`src/rtl/ram_arbiter_if.sv`:
```
// ram_arbiter_if: bundles the two requester ports (A and B), the busy flag
// and the command/read-data link to the 256x8 command RAM.
//
// Handshake: a requester raises req_x with we_x/addr_x/wdata_x stable and keeps
// it high until ack_x is seen. ack_x is a single-cycle pulse. rdata_x and
// err_x are valid in the ack cycle, and rdata_x is held until the next ack to
// that port. On the RAM side, ram_rx_valid qualifies ram_din for exactly one
// cycle per command word, and ram_tx_valid qualifies ram_dout.
//
// Modports:
//   slave  - the arbiter (consumes requests, drives the RAM command link)
//   master - the environment (requesters plus RAM)
interface ram_arbiter_if #(
  parameter int ADDR_SIZE = 8
);
  logic                 req_a;
  logic                 req_b;
  logic                 we_a;
  logic                 we_b;
  logic [ADDR_SIZE-1:0] addr_a;
  logic [ADDR_SIZE-1:0] addr_b;
  logic [ADDR_SIZE-1:0] wdata_a;
  logic [ADDR_SIZE-1:0] wdata_b;
  logic                 ack_a;
  logic                 ack_b;
  logic [ADDR_SIZE-1:0] rdata_a;
  logic [ADDR_SIZE-1:0] rdata_b;
  logic                 err_a;
  logic                 err_b;
  logic                 busy;
  logic [ADDR_SIZE+1:0] ram_din;
  logic                 ram_rx_valid;
  logic [ADDR_SIZE-1:0] ram_dout;
  logic                 ram_tx_valid;

  modport slave (
    input  req_a, req_b, we_a, we_b, addr_a, addr_b, wdata_a, wdata_b,
    input  ram_dout, ram_tx_valid,
    output ack_a, ack_b, rdata_a, rdata_b, err_a, err_b, busy,
    output ram_din, ram_rx_valid
  );

  modport master (
    output req_a, req_b, we_a, we_b, addr_a, addr_b, wdata_a, wdata_b,
    output ram_dout, ram_tx_valid,
    input  ack_a, ack_b, rdata_a, rdata_b, err_a, err_b, busy,
    input  ram_din, ram_rx_valid
  );
endinterface

```
`src/rtl/ram_arbiter.sv`:
```
// ram_arbiter: two-port round-robin arbiter and command sequencer for the
// 256x8 single-port command RAM. Each granted transaction is turned into the
// RAM's two-beat command sequence; reads then wait (bounded by TIMEOUT) for
// ram_tx_valid and return the byte to the owner.
//
// Ports:
//   clk        - clock, all logic on posedge
//   rst        - synchronous active-high reset (RAM rst_n = ~rst at top level)
//   bus        - ram_arbiter_if.slave: requester A/B ports, busy, RAM link
//   dbg_state  - current FSM state encoding (IDLE=0, CMD1, CMD2, WAIT, DONE)
//
// Every output is a register; the combinational process computes the next
// value of every register, so outputs for a state appear in that state's cycle.
module ram_arbiter #(
  parameter int ADDR_SIZE = 8,
  parameter int TIMEOUT   = 15
) (
  input  logic            clk,
  input  logic            rst,
  ram_arbiter_if.slave    bus,
  output logic [2:0]      dbg_state
);
  localparam int CW = $clog2(TIMEOUT + 1);

  typedef enum logic [2:0] {
    IDLE = 3'd0,
    CMD1 = 3'd1,
    CMD2 = 3'd2,
    WAIT = 3'd3,
    DONE = 3'd4
  } state_t;

  state_t               state_q, state_d;
  logic                 owner_q, owner_d;    // 0 = A, 1 = B
  logic                 we_q, we_d;
  logic [ADDR_SIZE-1:0] addr_q, addr_d;
  logic [ADDR_SIZE-1:0] wdata_q, wdata_d;
  logic                 prio_b_q, prio_b_d;  // 1 = B wins a tie
  logic [CW-1:0]        cnt_q, cnt_d;
  logic [CW-1:0]        cnt_inc;
  logic [ADDR_SIZE+1:0] din_q, din_d;
  logic                 rxv_q, rxv_d;
  logic                 ack_a_q, ack_a_d;
  logic                 ack_b_q, ack_b_d;
  logic [ADDR_SIZE-1:0] rdata_a_q, rdata_a_d;
  logic [ADDR_SIZE-1:0] rdata_b_q, rdata_b_d;
  logic                 err_a_q, err_a_d;
  logic                 err_b_q, err_b_d;
  logic                 busy_q, busy_d;
  logic                 pick_b;

  assign cnt_inc = cnt_q + CW'(1);
  assign pick_b  = bus.req_b & (~bus.req_a | prio_b_q);

  always_comb begin
    state_d   = state_q;
    owner_d   = owner_q;
    we_d      = we_q;
    addr_d    = addr_q;
    wdata_d   = wdata_q;
    prio_b_d  = prio_b_q;
    cnt_d     = cnt_q;
    din_d     = '0;
    rxv_d     = 1'b0;
    ack_a_d   = 1'b0;
    ack_b_d   = 1'b0;
    rdata_a_d = rdata_a_q;
    rdata_b_d = rdata_b_q;
    err_a_d   = err_a_q;
    err_b_d   = err_b_q;

    case (state_q)
      IDLE: begin
        if (bus.req_a || bus.req_b) begin
          owner_d  = pick_b;
          we_d     = pick_b ? bus.we_b    : bus.we_a;
          addr_d   = pick_b ? bus.addr_b  : bus.addr_a;
          wdata_d  = pick_b ? bus.wdata_b : bus.wdata_a;
          // The requester not served now wins the next tie.
          prio_b_d = ~pick_b;
          state_d  = CMD1;
          rxv_d    = 1'b1;
          din_d    = {(we_d ? 2'b00 : 2'b10), addr_d};
        end
      end
      CMD1: begin
        state_d = CMD2;
        rxv_d   = 1'b1;
        din_d   = we_q ? {2'b01, wdata_q} : {2'b11, {ADDR_SIZE{1'b0}}};
      end
      CMD2: begin
        if (we_q) begin
          state_d = DONE;
          if (owner_q) begin
            ack_b_d = 1'b1;
            err_b_d = 1'b0;
          end else begin
            ack_a_d = 1'b1;
            err_a_d = 1'b0;
          end
        end else begin
          state_d = WAIT;
          cnt_d   = '0;
        end
      end
      WAIT: begin
        // The read-address command cleared the RAM's sticky tx_valid, so any
        // tx_valid seen here belongs to this read.
        if (bus.ram_tx_valid) begin
          state_d = DONE;
          if (owner_q) begin
            ack_b_d   = 1'b1;
            rdata_b_d = bus.ram_dout;
            err_b_d   = 1'b0;
          end else begin
            ack_a_d   = 1'b1;
            rdata_a_d = bus.ram_dout;
            err_a_d   = 1'b0;
          end
        end else begin
          cnt_d = cnt_inc;
          if (cnt_inc == CW'(TIMEOUT)) begin
            state_d = DONE;
            if (owner_q) begin
              ack_b_d   = 1'b1;
              rdata_b_d = '0;
              err_b_d   = 1'b1;
            end else begin
              ack_a_d   = 1'b1;
              rdata_a_d = '0;
              err_a_d   = 1'b1;
            end
          end
        end
      end
      DONE: begin
        state_d = IDLE;
      end
      default: begin
        state_d = IDLE;
      end
    endcase

    busy_d = (state_d != IDLE);
  end

  always_ff @(posedge clk) begin
    if (rst) begin
      state_q   <= IDLE;
      owner_q   <= 1'b0;
      we_q      <= 1'b0;
      addr_q    <= '0;
      wdata_q   <= '0;
      prio_b_q  <= 1'b0;
      cnt_q     <= '0;
      din_q     <= '0;
      rxv_q     <= 1'b0;
      ack_a_q   <= 1'b0;
      ack_b_q   <= 1'b0;
      rdata_a_q <= '0;
      rdata_b_q <= '0;
      err_a_q   <= 1'b0;
      err_b_q   <= 1'b0;
      busy_q    <= 1'b0;
    end else begin
      state_q   <= state_d;
      owner_q   <= owner_d;
      we_q      <= we_d;
      addr_q    <= addr_d;
      wdata_q   <= wdata_d;
      prio_b_q  <= prio_b_d;
      cnt_q     <= cnt_d;
      din_q     <= din_d;
      rxv_q     <= rxv_d;
      ack_a_q   <= ack_a_d;
      ack_b_q   <= ack_b_d;
      rdata_a_q <= rdata_a_d;
      rdata_b_q <= rdata_b_d;
      err_a_q   <= err_a_d;
      err_b_q   <= err_b_d;
      busy_q    <= busy_d;
    end
  end

  assign bus.ram_din      = din_q;
  assign bus.ram_rx_valid = rxv_q;
  assign bus.ack_a        = ack_a_q;
  assign bus.ack_b        = ack_b_q;
  assign bus.rdata_a      = rdata_a_q;
  assign bus.rdata_b      = rdata_b_q;
  assign bus.err_a        = err_a_q;
  assign bus.err_b        = err_b_q;
  assign bus.busy         = busy_q;
  assign dbg_state        = state_q;
endmodule

```
`src/flat_wrapper.sv`:
```
// flat-port wrapper written by rule: the top's interface ports become plain ports
module ram_arbiter_flat 
#(
  parameter int ADDR_SIZE = 8,
  parameter int TIMEOUT   = 15
)
  (clk, rst, dbg_state, bus_req_a, bus_req_b, bus_we_a, bus_we_b, bus_addr_a, bus_addr_b, bus_wdata_a, bus_wdata_b, bus_ram_dout, bus_ram_tx_valid, bus_ack_a, bus_ack_b, bus_rdata_a, bus_rdata_b, bus_err_a, bus_err_b, bus_busy, bus_ram_din, bus_ram_rx_valid);
  ram_arbiter_if #(.ADDR_SIZE(ADDR_SIZE)) bus_i ();
  input  logic clk;
  input  logic rst;
  output logic [2:0] dbg_state;
  input wire logic [$bits(bus_i.req_a)-1:0] bus_req_a;
  input wire logic [$bits(bus_i.req_b)-1:0] bus_req_b;
  input wire logic [$bits(bus_i.we_a)-1:0] bus_we_a;
  input wire logic [$bits(bus_i.we_b)-1:0] bus_we_b;
  input wire logic [$bits(bus_i.addr_a)-1:0] bus_addr_a;
  input wire logic [$bits(bus_i.addr_b)-1:0] bus_addr_b;
  input wire logic [$bits(bus_i.wdata_a)-1:0] bus_wdata_a;
  input wire logic [$bits(bus_i.wdata_b)-1:0] bus_wdata_b;
  input wire logic [$bits(bus_i.ram_dout)-1:0] bus_ram_dout;
  input wire logic [$bits(bus_i.ram_tx_valid)-1:0] bus_ram_tx_valid;
  output wire logic [$bits(bus_i.ack_a)-1:0] bus_ack_a;
  output wire logic [$bits(bus_i.ack_b)-1:0] bus_ack_b;
  output wire logic [$bits(bus_i.rdata_a)-1:0] bus_rdata_a;
  output wire logic [$bits(bus_i.rdata_b)-1:0] bus_rdata_b;
  output wire logic [$bits(bus_i.err_a)-1:0] bus_err_a;
  output wire logic [$bits(bus_i.err_b)-1:0] bus_err_b;
  output wire logic [$bits(bus_i.busy)-1:0] bus_busy;
  output wire logic [$bits(bus_i.ram_din)-1:0] bus_ram_din;
  output wire logic [$bits(bus_i.ram_rx_valid)-1:0] bus_ram_rx_valid;
  assign bus_i.req_a = bus_req_a;
  assign bus_i.req_b = bus_req_b;
  assign bus_i.we_a = bus_we_a;
  assign bus_i.we_b = bus_we_b;
  assign bus_i.addr_a = bus_addr_a;
  assign bus_i.addr_b = bus_addr_b;
  assign bus_i.wdata_a = bus_wdata_a;
  assign bus_i.wdata_b = bus_wdata_b;
  assign bus_i.ram_dout = bus_ram_dout;
  assign bus_i.ram_tx_valid = bus_ram_tx_valid;
  assign bus_ack_a = bus_i.ack_a;
  assign bus_ack_b = bus_i.ack_b;
  assign bus_rdata_a = bus_i.rdata_a;
  assign bus_rdata_b = bus_i.rdata_b;
  assign bus_err_a = bus_i.err_a;
  assign bus_err_b = bus_i.err_b;
  assign bus_busy = bus_i.busy;
  assign bus_ram_din = bus_i.ram_din;
  assign bus_ram_rx_valid = bus_i.ram_rx_valid;
  ram_arbiter #(.ADDR_SIZE(ADDR_SIZE), .TIMEOUT(TIMEOUT)) u_core (.clk(clk), .rst(rst), .bus(bus_i), .dbg_state(dbg_state));
endmodule
```
`config.mk`:
```
export PLATFORM = sky130hd
export DESIGN_NAME = ram_arbiter_flat
export DESIGN_NICKNAME = d
export VERILOG_FILES = /design/src/rtl/ram_arbiter_if.sv /design/src/rtl/ram_arbiter.sv /design/src/flat_wrapper.sv
export SDC_FILE = /design/constraint.sdc
export NUM_CORES = 1
export LEC_CHECK = 0
export BUFFER_PORTS_ARGS = -buffer_cell sky130_fd_sc_hd__buf_2
export CORE_MARGIN = 2
export CORE_UTILIZATION = 40
export DETAILED_ROUTE_END_ITERATION = 8
export GPL_ROUTABILITY_DRIVEN = 0
export PLACE_DENSITY_LB_ADDON = 0.1
export SLEW_MARGIN = 20
export SYNTH_ARGS = -nofsm -noshare
export SYNTH_HDL_FRONTEND = slang
export SYNTH_SLANG_ARGS = --single-unit
```
`constraint.sdc`:
```
create_clock -name clk -period 1.83 [get_ports clk]
set_input_delay 0.366 -clock clk [delete_from_list [all_inputs] [get_ports clk]]
set_output_delay 0.366 -clock clk [all_outputs]
set_load 0.03 [all_outputs]
```
* Yosys cells after proc, flatten, opt, wreduce, memory -nomap -nowiden *
Cells that the tools add are included.

word-level totals
  register bits = 50
  latch bits = 0
  bits in writable memories = 0
  ROM bits = 0
  input port bits = 47
  word-level logic and storage cells = 89
  memories = 0

cells by class
  add/sub/neg operators = 1
  multipliers = 0
  div/mod/pow operators = 0
  order comparisons = 0
  equality and inequality tests = 10
  shift-type cells = 0
  mux-type cells = 47
  bitwise operators = 5
  reduce and logical (&&, ||, !) cells = 11

operator list
  operator                                       count
  2-to-1 mux 8 bit                               10
  2-to-1 mux 1 bit                               20
  2-to-1 mux 10 bit                              2
  case mux 10 bit (2 select lines)               1
  2-to-1 mux 3 bit                               4
  case mux 3 bit (4 select lines)                1
  case mux 1 bit (2 select lines)                5
  AND reduction 3 bit                            3
  2-to-1 mux 4 bit                               2
  case mux 4 bit (2 select lines)                1
  AND reduction 4 bit                            2
  == test 3 x 2 -> 1 bit, second input constant  2
  != test 3 x 2 -> 1 bit, second input constant  2
  adder 4 x 1 -> 4 bit, second input constant    1
  == test 4 bit, second input constant           1
  != test 2 bit, second input constant           2
  nonzero test 2 bit                             2
  == test 3 x 1 -> 1 bit, second input constant  1
  zero test 3 bit                                1
  != test 3 bit, second input constant           1
  inverter 1 bit                                 3
  nonzero test 3 bit                             1
  2-to-1 mux 2 bit                               1
  != test 2 x 1 -> 1 bit, second input constant  1
  other kinds (4)                                4

* Logic depth before layout (Yosys ltp) *
  depth in word-level cells = 7
  depth in mapped cells = 8
  gate-level depth less buffers = 7

* Worst setup path after synthesis *
Ideal clock, no wire load.

  kind = register -> register
  start point = register u_core.cnt_q[0]
  end point = register u_core.err_b_q, in the netlist u_core.bus.err_b
  library setup time = 136 ps
  arrival = 1434 ps
  setup slack = 261 ps
  cell stages (with the launch flop) = 7
  buffers on the path = 0
  period minus slack after synthesis = 1569 ps
  cells stage by stage = dfxtp_1 > ha_1 > nor2_1 > a31o_2 > a211o_1 > a31oi_1 > a211oi_1

on the way
  longest elaborated chain between the ends = 4

RTL lines
  what                                     line                text
  from (decl)                              ram_arbiter.sv:39   logic [CW-1:0] cnt_q, cnt_d;
  from (signal assigned)                   ram_arbiter.sv:172  cnt_q <= cnt_d;
  adder 4 x 1 -> 4 bit                     ram_arbiter.sv:52   assign cnt_inc = cnt_q + CW'(1);
  == test 4 bit                            ram_arbiter.sv:122  if (cnt_inc == CW'(TIMEOUT)) begin
  != test 3 x 2 -> 1 bit (no source line)  --
  AND reduction 4 bit (no source line)     --
  to (signal assigned)                     ram_arbiter.sv:180  err_b_q <= err_b_d;
  to (decl)                                ram_arbiter.sv:48   logic err_b_q, err_b_d;

Every way passes these cells.
A chain may end at the register's enable or synchronous reset.

* Worst setup path after layout *
  start point = register u_core.cnt_q[1]
  end point = register u_core.err_b_q, in the netlist u_core.bus.err_b

Same word-level chain as after synthesis.

==> results.md <==
- Status: complete, no violations
- I/O Buffers: 81
- Final min period: 1710 ps
- Slew Limit Headroom: 64.1%
- Final setup fails: 0
- Final #Nets: 381
- Reg clk slew, reported paths: 100 ps
- Mapped Avg Cell Area: 9.06 um2
- Post-synth EDFFs: 0
- P per Cell Area: 1090 nW/um2
- WP data required: 2010 ps
- CP endpoint kind: register
- Met2 usage: 25.7%
- Via count of the first global-routing pass: 1767
- Yosys cell types: 50
- Max cap viols: 0
- Drt total wl: 5.30 mm
- Die H: 79.1 um
- Register area: 1000 um2
- Yosys warns: 0
- Synth area leaders: dfxtp_1 44%, nor2_1 5.2%, a21oi_1 4.9%
- DRC violations left: 0
- Fin crit share: 93.5%
- Post-Syn Nets: 298
- Asr flop ratio synth: 0%
- Fraction of layout instances using a drive strength above 1: 37.5%
- Fmax: 584 MHz
- Footprint of the multi-input gates: 1140 um2
- Critical path peak fanout: 6
- Worst clock skew: 8.17 ps
- Top Usage Layer GRT: met2
- ANT nets after route: 0
- Startpoint types: register
- Post-Syn Area: 2260 um2
- Die Width: 79.1 um
- Area Overhead vs Synth: 27.1%
- Worst reg2reg setup slack: 120 ps
- Post-synthesis sequential area ratio: 44.4%
- Finished Core Util: 52.4%
- Core Area: 5470 um2
- Global-route usage over all layers: 16.6%
- Kind of critical path: register to register
- Core Rows: 27
- Largest area contributor in the netlist: dfxtp_1
- Num CTS Buffers: 5
- Initial antenna violation count: 0
- Hold WC Path Type: input port to register
- Initial Utilization: 41.2%
- P_leak: 1.30 nW
- Syn Inst Count: 249
- Flops & latches, synth: 50
- CTS Buffer Depth: 2
- Max-slew violations: 0
- DR WL/cell: 13.1 um
- Grt ovf: 0
- H-tree depth: 2
- First-pass GRT wire length: 8.28 mm
- M1 GR Usage: 22.6%
- DR pass1 iterations: 4
- CTS root buffer: clkbuf_8
- Post-DP HPWL: 3.89 mm
- Final hold viol count: 0
- Clock sinks: 50
- Fillers: 583
- Largest net degree at the start of global routing: 29
- CTS tree: yes
- Critical path data arrival time: 1890 ps
- Synth top area share: 44.4%
- Placed Area: 2740 um2
- Die ar.: 6260 um2
- DR iter-0 viols: 64
- Boundary Pins: 82
- Clk Latency, worst-skew pair: 300 ps
- Total power: 0.00311 W
- CTS Hold Buffers Added: 0
- Worst vdd rail ir drop: 841 uV
- Ys flop type: dfxtp_1
- Worst Max-Slew Pin Slew: 536 ps
- Most common cell in the netlist: dfxtp_1
- Setup tns final: 0 ps
- Via-to-Cell Ratio: 4.99
- Post-route cell area: 2870 um2
- Met3 usage: 4.32%
- Ant. Diodes: 0
- Routed vias: 2019
- Synth cell count leaders: 50 x dfxtp_1, 31 x nor2_1, 22 x a21oi_1, 22 x nand2_1, 19 x o21ai_0
## metrics by stage
step                      setup WS, ps  cells  hold slack (ps)
after floorplan                    261    249              467
after global placement             151    396              458
after detailed placement          64.9    396              464
after CTS                         44.7    404              295
after global routing             -1.58    405              297
final                              119    405              303
## per-layer routing
metal	part of all wire, %	vias up	wire length (um)
met5	0	-	0
met3	5.6	4	298
met4	0.85	0	45
li1	-	1054	-
met2	44	50	2350
met1	49	911	2610
## logic make-up after synthesis
logic type                 Yosys count  share of synthesized area (%)
AOI/OAI and AO/OA                   75                           21.3
and+or+nand+nor                     84                           19.9
muxes                               17                           7.99
buffers and inverters               21                           5.32
DFF                                 50                           44.4
adders and majority gates            2                           1.11
## cell usage in the layout, fill, tap and decap left out, types with 2 or more instances in the layout
master / instances
a211oi_1: 8
a21o_1: 2
a21oi_1: 22
a22oi_1: 8
a2bb2oi_1: 2
a31oi_1: 4
buf_12: 3
buf_2: 81
buf_4: 6
clkbuf_8: 6
dfxtp_1: 49
inv_1: 7
mux2_2: 8
mux2i_1: 9
nand2_1: 22
nand3_1: 2
nor2_1: 31
nor2_2: 2
nor2b_1: 2
nor3_1: 6
nor3b_2: 2
o21ai_0: 19
or2_2: 2
or3b_1: 2
## worst max-delay path: stages (launching register included)
cell	delay [ps]
dfxtp_1	430
ha_2	250
nor2_1	60
a31o_2	270
a211o_1	330
a31oi_1	190
a211oi_1	60
## sequential cells by signal (all words and copies together) (netlist names)
signal / cells
u_core.bus.ack_a: 1
u_core.bus.ack_b: 1
u_core.bus.busy: 1
u_core.bus.err_a: 1
u_core.bus.err_b: 1
u_core.bus.ram_din: 10
u_core.bus.ram_rx_valid: 1
u_core.bus.rdata_a: 8
u_core.bus.rdata_b: 8
u_core.cnt_q: 4
u_core.dbg_state: 3
u_core.owner_q: 1
u_core.prio_b_q: 1
u_core.wdata_q: 8
u_core.we_q: 1
## final cells by class
| class | instances | area share, % |
|---|---|---|
| Clock buffer | 6 | 2.88 |
| Timing Repair Buffer | 90 | 17.8 |
| Inverter | 7 | 0.917 |
| Clock inverter | 2 | 0.436 |
| Multi-Input combinational cell | 178 | 39.9 |
| Sequential cell | 50 | 35.0 |
| Tap cell | 72 | 3.14 |
## worst paths after layout
check / from / end / cells after the start
max reg2reg: u_core.cnt_q[1] / u_core.bus.err_b / 6
max: u_core.cnt_q[1] / u_core.bus.err_b / 6
min reg2reg: u_core.bus.rdata_a[7] / u_core.bus.rdata_a[7] / 2
min: bus_ram_dout[7] / u_core.bus.rdata_a[7] / 3
## power breakdown
group	switching, W	internal, W
clock network	0.000365	0.000305
logic	0.000653	0.000438
registers	0.000105	0.00125
## timing repair
action	CTS	global route
buffers inserted	0	1
resized for setup	0	3
endpoints found under the setup margin	0	17
(Power assumes the default switching activity.)
